[src/rtl/micro_sequencer.sv]
// micro_sequencer: next-state logic and control state register
// for the microprogrammed control unit, with MOC wait timeout.
module micro_sequencer #(
  parameter int STATE_W = 7,
  parameter int TIMEOUT = 16,
  parameter logic [STATE_W-1:0] ERR_STATE = STATE_W'(5),
  parameter logic [STATE_W-1:0] ILLEGAL_STATE = STATE_W'(5)
) (
  input  logic               clk,
  input  logic               reset,
  input  logic [31:0]        ir,
  input  logic               moc,
  input  logic               flag_z,
  input  logic               flag_n,
  input  logic [2:0]         ns_sel,
  input  logic [1:0]         cond_sel,
  input  logic               cond_inv,
  input  logic [STATE_W-1:0] cr_addr,
  output logic [STATE_W-1:0] state,
  output logic               timeout_err,
  output logic               illegal_op
);

  localparam int CW = $clog2(TIMEOUT);

  localparam logic [2:0] NS_DECODE = 3'd0;
  localparam logic [2:0] NS_INC    = 3'd1;
  localparam logic [2:0] NS_JUMP   = 3'd2;
  localparam logic [2:0] NS_BRANCH = 3'd3;
  localparam logic [2:0] NS_WAIT   = 3'd4;

  logic [5:0]         opcode;
  logic [STATE_W-1:0] inc;
  logic [STATE_W-1:0] enc_state;
  logic               enc_bad;
  logic               cond_raw;
  logic               cond;
  logic [STATE_W-1:0] state_nx;
  logic [CW-1:0]      hold_cnt;
  logic [CW-1:0]      cnt_nx;
  logic               te_set;
  logic               ill_nx;
  logic               unused_ir;

  assign opcode    = ir[31:26];
  assign unused_ir = ^ir[25:0];
  assign inc       = state + STATE_W'(1);

  // Condition mux; selected status optionally inverted.
  always_comb begin
    cond_raw = 1'b1;
    case (cond_sel)
      2'd0:    cond_raw = moc;
      2'd1:    cond_raw = flag_z;
      2'd2:    cond_raw = flag_n;
      default: cond_raw = 1'b1;
    endcase
    cond = cond_raw ^ cond_inv;
  end

  // Opcode encoder; unmapped opcodes go to the illegal handler.
  always_comb begin
    enc_state = ILLEGAL_STATE;
    enc_bad   = 1'b0;
    case (opcode)
      6'h00:   enc_state = STATE_W'(6);
      6'h23:   enc_state = STATE_W'(7);
      6'h2B:   enc_state = STATE_W'(8);
      6'h04:   enc_state = STATE_W'(11);
      6'h02:   enc_state = STATE_W'(12);
      6'h09:   enc_state = STATE_W'(17);
      6'h0F:   enc_state = STATE_W'(18);
      default: begin
        enc_state = ILLEGAL_STATE;
        enc_bad   = 1'b1;
      end
    endcase
  end

  // Next-state select; only a taken wait advances the hold counter.
  always_comb begin
    state_nx = '0;
    cnt_nx   = '0;
    te_set   = 1'b0;
    ill_nx   = 1'b0;
    case (ns_sel)
      NS_DECODE: begin
        state_nx = enc_state;
        ill_nx   = enc_bad;
      end
      NS_INC:    state_nx = inc;
      NS_JUMP:   state_nx = cr_addr;
      NS_BRANCH: state_nx = cond ? cr_addr : inc;
      NS_WAIT: begin
        if (!cond) begin
          state_nx = inc;
        end else if (hold_cnt == CW'(TIMEOUT - 1)) begin
          state_nx = ERR_STATE;
          te_set   = 1'b1;
        end else begin
          state_nx = state;
          cnt_nx   = hold_cnt + CW'(1);
        end
      end
      default:   state_nx = '0;
    endcase
  end

  // Control state register, hold counter and status flags.
  always_ff @(posedge clk) begin
    if (reset) begin
      state       <= '0;
      hold_cnt    <= '0;
      timeout_err <= 1'b0;
      illegal_op  <= 1'b0;
    end else begin
      state       <= state_nx;
      hold_cnt    <= cnt_nx;
      timeout_err <= timeout_err | te_set;
      illegal_op  <= ill_nx;
    end
  end

endmodule

[config.mk]
export PLATFORM = sky130hd
export DESIGN_NAME = micro_sequencer
export DESIGN_NICKNAME = d
export VERILOG_FILES = /design/src/rtl/micro_sequencer.sv
export SDC_FILE = /design/constraint.sdc
export NUM_CORES = 1
export LEC_CHECK = 0
export ABC_AREA = 1
export CAP_MARGIN = 40
export CORE_ASPECT_RATIO = 0.9
export CORE_MARGIN = 10
export CORE_UTILIZATION = 34
export DETAILED_ROUTE_END_ITERATION = 12
export PLACE_DENSITY_LB_ADDON = 0.08
export SYNTH_ARGS = -nofsm -noshare
export SYNTH_HDL_FRONTEND = slang
export SYNTH_SLANG_ARGS = --single-unit
export TNS_END_PERCENT = 20
[constraint.sdc]
create_clock -name clk -period 1.5 [get_ports clk]
set_clock_uncertainty 0.2 [all_clocks]
set_input_delay 0.15 -clock clk [delete_from_list [all_inputs] [get_ports clk]]
set_output_delay 0.15 -clock clk [all_outputs]
set_load 0.1 [all_outputs]
Word-level counts from Yosys, hierarchy flattened
Index checks and enable logic that the tools add are counted.

cells by class
  reduce and logical (&&, ||, !) cells = 6
  equal/unequal tests = 14
  bitwise operators = 5
  $add $sub $neg = 2
  multiplexer cells = 10

operators with widths
  kind                                                 count
  case mux 5 bit (7 select lines)                      1
  case mux 7 bit (5 select lines)                      1
  2-to-1 mux 7 bit                                     3
  equality test 6 x 4 -> 1 bit, second input constant  2
  equality test 6 bit, second input constant           2
  adder 7 x 1 -> 7 bit, second input constant          1
  OR reduction 7 bit                                   1
  equality test 3 x 2 -> 1 bit, second input constant  2
  equality test 6 x 2 -> 1 bit, second input constant  1
  equality test 6 x 3 -> 1 bit, second input constant  1
  zero test 6 bit                                      1
  adder 4 x 1 -> 4 bit, second input constant          1
  equality test 4 bit, second input constant           1
  2-to-1 mux 1 bit                                     4
  OR reduction 4 bit                                   1
  equality test 3 x 1 -> 1 bit, second input constant  1
  equality test 3 bit, second input constant           1
  zero test 3 bit                                      1
  != test 3 bit, second input constant                 1
  inverter 1 bit                                       3
  case mux 1 bit (3 select lines)                      1
  equality test 2 x 1 -> 1 bit, second input constant  1
  equality test 2 bit, second input constant           1
  zero test 2 bit                                      1
  other kinds (3)                                      3

word-level totals
  input port bits = 50
  logic and storage cells = 41
  output and inout port bits = 9
  register bits after elaboration = 13

Logic depth before layout (Yosys ltp)
Gate-level depths: netlist of run 1.

  depth after elaboration = 6
  mapped depth = 12
  mapped depth without buffers = 12

Least setup slack after synthesis of run 1
No wires, ideal clock.

  path kind = register to register
  start point = register state[0]
  end point = register state[6]
  path buffers = 0
  arrival = 2.028 ns
  library setup time = 0.118 ns
  period minus slack after synthesis = 2.346 ns
  setup slack = -0.846 ns
  cell stages (with the launch flop) = 9
  required time = 1.182 ns
  cells stage by stage = dfxtp_1 > ha_1 > nand3_1 > nand3b_1 > xor2_1 > nand3_1 > nand2_1 > nand2_1 > o21ai_2

on the way
  cells in the longest elaborated chain, start to end = 3
  elaborated cells between the ends (all ways) = 4
  those cells by class = add/sub (1); mux (3)

RTL lines
  element                              RTL line  text
  from (decl)                          19        output logic [STATE_W-1:0] state,
  from (signal assigned)               117       state <= state_nx;
  adder 7 x 1 -> 7 bit (*)             47        assign inc = state + STATE_W'(1);
  2-to-1 mux 7 bit (on tied branches)  95, 93
  case mux 7 bit (5 select lines) (*)  86        case (ns_sel)

Every way passes the cells marked *; elsewhere a longest branch is shown, timed or not.
A chain may end at the register's enable or synchronous reset.

Worst setup path in the final report of run 1
  start point = register state[1]
  end point = register state[6]

The elaborated chain is that of the path after synthesis.

==> results.sh, run 1 <==
export IMPL_grt_busiest_layer="met2"
export IMPL_fp_coreArea_um2=3000
export IMPL_p_leak_nw=0.925
export IMPL_dp_cells=255
export IMPL_drtAntennaViolNets=0
export IMPL_avgSynthCellArea_um2=6.22
export IMPL_period_needed_ns=1.43
export IMPL_rows=19
export IMPL_synth_area_um2=1040
export IMPL_fin_crit_sh_pct=95.7
export IMPL_placed_cell_area_um2=1640
export IMPL_final_common_cell="nand2_1"
export IMPL_gr_usage_met3_pct=4.56
export IMPL_io_buffers=32
export IMPL_netlist_instances=168
export IMPL_cts_setup_buffers=0
export IMPL_grt_overflow_total=0
export IMPL_area_growth_syn_to_layout_pct=68.7
export IMPL_met1_usage_pct=12.0
export IMPL_crit_family="simple AND/OR/NAND/NOR gates"
export IMPL_multi_input_area_um2=769
export IMPL_firstDrtPassIters=4
export IMPL_wl_um=3070
export IMPL_worstPathCellList="ha_4 > nand3_2 > nand3b_1 > xor2_1 > nand3_1 > nand2_1 > nand2_1 > o21ai_2"
export IMPL_synthesis_nets=220
export IMPL_diodes=0
export IMPL_globalplace_congestion=0.758
export IMPL_post_drt_wl_per_cell_um=11.8
export IMPL_p_total_mw=0.943
export IMPL_dp_hpwl_um=2410
export IMPL_first_global_vias=1120
export IMPL_maxSlewViolCount=0
export IMPL_arrival_ns=1.41
export IMPL_nNetsFinal=270
export IMPL_route_detailed_drc=0
export IMPL_cts_tree="done"
export IMPL_fp_dieH_um=72.6
export IMPL_critPathKind="register to register"
export IMPL_cts_root_buf="clkbuf_4"
export IMPL_grtUsageTotal_pct=10.5
export IMPL_hold_viol=0
export IMPL_met2_usage_pct=18.1
export IMPL_pin_count=59
export IMPL_die_w_um=78.4
export IMPL_fmax_mhz=697
export IMPL_maxCapViolations=0
export IMPL_final_util_pct=58.9
export IMPL_viasPerCell=4.58
export IMPL_setup_viol=0
export IMPL_grt_pass1_wl_um=4920
export IMPL_regArea_um2=279
export IMPL_synth_ff_latch_count=13
export IMPL_rsz0062_at_grt="true"
export IMPL_vias=1186
export IMPL_numCtsBuffers=3
export IMPL_slowest_stage="dfxtp_4"
export IMPL_hold_path_class="input pin to register"
export IMPL_ctsHoldBuffers=0
export IMPL_finalSetupTns_ns=0
export IMPL_antenna_found_initial=0
export IMPL_finalHoldWorstSlack_ns=0.189
export IMPL_power_density_nw_per_um2=535
export IMPL_ir_worst_vdd_v=0.000347
export IMPL_synth_cell_types=24
export IMPL_floorplan_initialDensity_pct=34.9
export IMPL_first_iter_violations=40
export IMPL_status="complete, no violations"
export IMPL_crit_top_cell="nand2_1"
export IMPL_cts_clk_slew_worst_paths_ns=0.08
export IMPL_fin_cells=259
export IMPL_cp_required_ns=1.48
export IMPL_yosys_warnings=0
export IMPL_critPathCaptureType="register"
export IMPL_htree_levels=1
export IMPL_final_cell_mix="nand2_1, nand3_1, inv_1"
export IMPL_clock_latency_ns=0.28
export IMPL_cp_max_fo=3
export IMPL_cp_start_kind="register"
export IMPL_worst_pin_slew_ns=0.302
export IMPL_cts_buffer_depth=2
export IMPL_slew_headroom_pct=79.9
export IMPL_worst_slack_ns=0.0652
export IMPL_die_area_um2=5690
export IMPL_final_design_area_no_fill_um2=1760
export IMPL_fill_cells=310
export IMPL_slowest_delay_ns=0.37
export IMPL_synth_yosys_seq_area_share_pct=24.9
export IMPL_dp_slack_ns=-0.356
export IMPL_drive_gt1_share_pct=30.0
export IMPL_critPathBufInv=0
export IMPL_clock_sinks=13
export IMPL_grt_max_degree=9
-- cell usage after synthesis --
master | count | area (um^2)
and3_1 | 1 | 6.26
o21a_1 | 1 | 7.51
nor2_4 | 1 | 11.3
a31oi_1 | 1 | 6.26
o21ai_2 | 3 | 26.3
nand3_2 | 2 | 20.0
inv_2 | 3 | 11.3
dfxtp_1 | 13 | 260
inv_1 | 20 | 75.1
inv_4 | 1 | 6.26
nand2_2 | 1 | 6.26
nand2_4 | 1 | 11.3
o21ai_1 | 1 | 5.00
nor3_1 | 1 | 5.00
nor2_2 | 6 | 37.5
xor2_1 | 6 | 52.6
nand3_1 | 32 | 160
o21ai_0 | 1 | 5.00
nand3b_1 | 5 | 37.5
xnor2_1 | 1 | 8.76
ha_1 | 2 | 25.0
nor2_8 | 1 | 20.0
nand2_1 | 48 | 180
nor2_1 | 16 | 60.1
-- sequential cells by signal, summed over array words and instances (netlist names) --
signal	count
state	7
hold_cnt	4
illegal_op	1
timeout_err	1
-- cell type report --
type	count	share of cell area (%)
flip-flops and latches	13	15.8
multi-input cells	131	43.6
well taps	42	2.98
repair buffers	45	30.7
clock buffers	4	1.49
inverters	24	5.39
-- kinds of logic (layout without fill, tap and decap cells) --
family / after synthesis / after routing / synth area share [%]
AND/OR/NAND/NOR: 115 / 115 / 53.2
flip-flops: 13 / 13 / 24.9
AO/OA/AOI/OAI: 7 / 7 / 4.79
buffers and inverters: 24 / 73 / 8.86
XOR/XNOR: 7 / 7 / 5.87
adder cells (fa/ha/maj): 2 / 2 / 2.39
-- layer usage --
| metal | share of wire, % | up-vias |
|---|---|---|
| met5 | 0 | - |
| met4 | 0.29 | 0 |
| met3 | 5.7 | 2 |
| met2 | 49 | 27 |
| met1 | 45 | 519 |
| li1 | - | 638 |
-- repair_timing --
action,4_1_cts,5_1_grt
setup endpoints to repair,6,11
resized for setup,1,29
pin swaps,0,9
gates cloned,0,0
-- worst paths after layout --
path / slack [ns] / to / startpoint / cells after the start
worst max register to register: 0.07 / state[6]$_SDFFE_PP0P_ / state[1]$_SDFFE_PP0P_ / 8
worst min register to register: 0.26 / hold_cnt[0]$_SDFF_PP0_ / hold_cnt[0]$_SDFF_PP0_ / 1
worst min-delay path: 0.19 / illegal_op$_SDFF_PP0_ / ns_sel[2] / 5
worst max-delay path: 0.07 / state[6]$_SDFFE_PP0P_ / state[1]$_SDFFE_PP0P_ / 8
-- tightest hold or removal path: cells and delay by family --
family	cells	cell delay [ns]
AND/OR/NAND/NOR	3	0.17
buffers and inverters	2	0.30
-- report_power, final --
| group | switching (mW) | internal [mW] |
|---|---|---|
| registers | 0.0147 | 0.352 |
| clock network | 0.123 | 0.103 |
| logic | 0.198 | 0.152 |
No activity file was read; power rests on OpenSTA's default activity.
==> inputs of run 2 (changes only) <==
--- a/config.mk
+++ b/config.mk
@@ -7,11 +7,12 @@
 export LEC_CHECK = 0
 export ABC_AREA = 1
 export CAP_MARGIN = 40
-export CORE_ASPECT_RATIO = 0.9
+export CORE_ASPECT_RATIO = 0.8
 export CORE_MARGIN = 10
 export CORE_UTILIZATION = 34
 export DETAILED_ROUTE_END_ITERATION = 12
 export PLACE_DENSITY_LB_ADDON = 0.08
+export SLEW_MARGIN = 15
 export SYNTH_ARGS = -nofsm -noshare
 export SYNTH_HDL_FRONTEND = slang
 export SYNTH_SLANG_ARGS = --single-unit
==> run 2 against run 1 <==
Compared with the run above: the run now ends with negative setup slack left; count of clock-buffer cells in the layout is the same; first-iteration DRC count grew 140%; hold slack gained 0.047 ns; critical path depth is the same; global-route usage grew 1.2 points; combinational power is essentially flat; non-clock buffer count grew 4; worst setup slack lost 0.090 ns; critical path type unchanged.
==> results.sh, run 2 (synthesis results as in run 1) <==
export IMPL_status="finished, violations left"
export IMPL_violations="negative setup slack"
export IMPL_period_needed_ns=1.52
export IMPL_cts_clk_slew_worst_paths_ns=0.06
export IMPL_cp_start_kind="register"
export IMPL_final_util_pct=62.3
export IMPL_critPathCaptureType="register"
export IMPL_antenna_found_initial=0
export IMPL_die_area_um2=5700
export IMPL_globalplace_congestion=0.784
export IMPL_rsz0062_at_grt="true"
export IMPL_drtAntennaViolNets=0
export IMPL_cp_required_ns=1.48
export IMPL_p_seq_share_pct=35.2
export IMPL_cts_root_buf="clkbuf_8"
export IMPL_ir_worst_vdd_v=0.000457
export IMPL_fin_crit_sh_pct=102
export IMPL_nNetsFinal=274
export IMPL_slew_headroom_pct=81.4
export IMPL_p_int_mw=0.692
export IMPL_setup_viol=1
export IMPL_clock_power_share_pct=31.0
export IMPL_vias=1286
export IMPL_p_sw_share_pct=33.8
export IMPL_worst_slack_ns=-0.0244
export IMPL_arrival_ns=1.50
export IMPL_maxSlewViolCount=0
export IMPL_grt_overflow_total=0
export IMPL_clock_latency_ns=0.25
export IMPL_fin_cells=259
export IMPL_floorplan_initialDensity_pct=36.7
export IMPL_maxCapViolations=0
export IMPL_firstDrtPassIters=4
export IMPL_grt_max_degree=9
export IMPL_top_regs="state: 7 flops, hold_cnt: 4 flops"
export IMPL_hold_path_class="input pin to register"
export IMPL_clock_sinks=13
export IMPL_top_register="state"
export IMPL_hold_viol=0
export IMPL_worst_pin_slew_ns=0.278
export IMPL_grtUsageTotal_pct=11.7
export IMPL_cp_max_fo=2
export IMPL_met2_usage_pct=18.4
export IMPL_grt_busiest_layer="met2"
export IMPL_p_sw_mw=0.353
export IMPL_largest_reg_flops=7
export IMPL_fmax_mhz=656
export IMPL_die_w_um=82.0
export IMPL_viasPerCell=4.97
export IMPL_gr_usage_met3_pct=5.30
export IMPL_dp_cells=251
export IMPL_io_buffers=32
export IMPL_wl_um=3330
export IMPL_fp_dieH_um=69.6
export IMPL_post_drt_wl_per_cell_um=12.9
export IMPL_critPathKind="register to register"
export IMPL_numCtsBuffers=3
export IMPL_combPwrFrac_pct=33.7
export IMPL_final_cell_mix="nand2_1, nand3_1, inv_1"
export IMPL_cts_buffer_depth=2
export IMPL_first_iter_violations=94
export IMPL_pin_count=59
export IMPL_ctsHoldBuffers=0
export IMPL_area_growth_syn_to_layout_pct=70.1
export IMPL_power_density_nw_per_um2=588
export IMPL_met1_usage_pct=13.8
export IMPL_fp_coreArea_um2=2850
export IMPL_final_common_cell="nand2_1"
export IMPL_p_leak_nw=0.894
export IMPL_grt_pass1_wl_um=5530
export IMPL_diodes=0
export IMPL_finalSetupTns_ns=-0.0244
export IMPL_cts_tree="done"
export IMPL_drive_gt1_share_pct=31.7
export IMPL_dp_hpwl_um=2680
export IMPL_rows=17
export IMPL_htree_levels=1
export IMPL_route_detailed_drc=0
export IMPL_first_global_vias=1267
export IMPL_p_total_mw=1.05
-- run 2: cell types whose count changed in the layout (fill, tap and decap cells not counted), moves of 2 or more --
cell / before / now
nand2_2: 2 / 4
buf_4: 13 / 17
nand2_1: 47 / 45
clkbuf_8: 0 / 3
nand3_2: 7 / 9
dlymetal6s2s_1: 13 / 5
dlygate4sd2_1: 0 / 8
clkbuf_4: 3 / 0
-- run 2: worst max-delay path: stages, from the launching register on --
cell      delay, ns
dfxtp_4        0.37
ha_4           0.14
nand3_2        0.07
nand3b_1       0.18
xor2_1         0.19
nand3_1        0.11
nand2_1        0.09
nand2_2        0.05
o21ai_2        0.05
-- run 2: power groups by stage --
stage | registers (mW) | logic [mW] | clock network [mW]
after global routing | 0.370 | 0.382 | 0.338
after global placement | 0.375 | 0.329 | 0
after floorplan | 0.437 | 0.109 | 0
after detailed placement | 0.376 | 0.336 | 0
after CTS | 0.368 | 0.344 | 0.327
final | 0.368 | 0.353 | 0.324
-- run 2: stage by stage --
stage | instance area [um^2] | hold WS (ns) | setup WS, ns
2_1_floorplan | 1080 | 0.105 | -0.196
3_3_place_gp | 1630 | 0.242 | -0.308
3_5_place_dp | 1630 | 0.253 | -0.411
4_1_cts | 1720 | 0.264 | -0.0598
5_1_grt | 1780 | 0.285 | -0.120
6_report | 1780 | 0.236 | -0.0244
-- run 2: what timing repair did --
action | CTS | global route
hold endpoints to repair | 0 | 0
pin swaps | 12 | 10
gates resized for setup | 15 | 15
setup endpoints to repair | 11 | 9
buffers inserted | 3 | 1
-- run 2: layout make-up --
type	count	area [um^2]
multi-input cells	131	769
flip-flops and latches	13	279
inverters	24	95.1
repair buffers	49	541
clock buffers	4	45.0
fillers	254	1070
well taps	38	47.5
-- run 2: per-layer routing --
layer,vias up,routed length (um)
li1,642,-
met1,592,1440
met3,8,295
met2,44,1540
met4,0,55
met5,-,0
-- run 2: final timing paths --
path	start	end	slack, ns	cells past startpoint
setup / recovery	state[0]$_SDFFE_PP0P_	state[6]$_SDFFE_PP0P_	-0.02	8
hold / removal	ns_sel[2]	state[2]$_SDFFE_PP0P_	0.24	6
setup reg to reg	state[0]$_SDFFE_PP0P_	state[6]$_SDFFE_PP0P_	-0.02	8
hold reg to reg	hold_cnt[0]$_SDFF_PP0_	hold_cnt[0]$_SDFF_PP0_	0.26	1
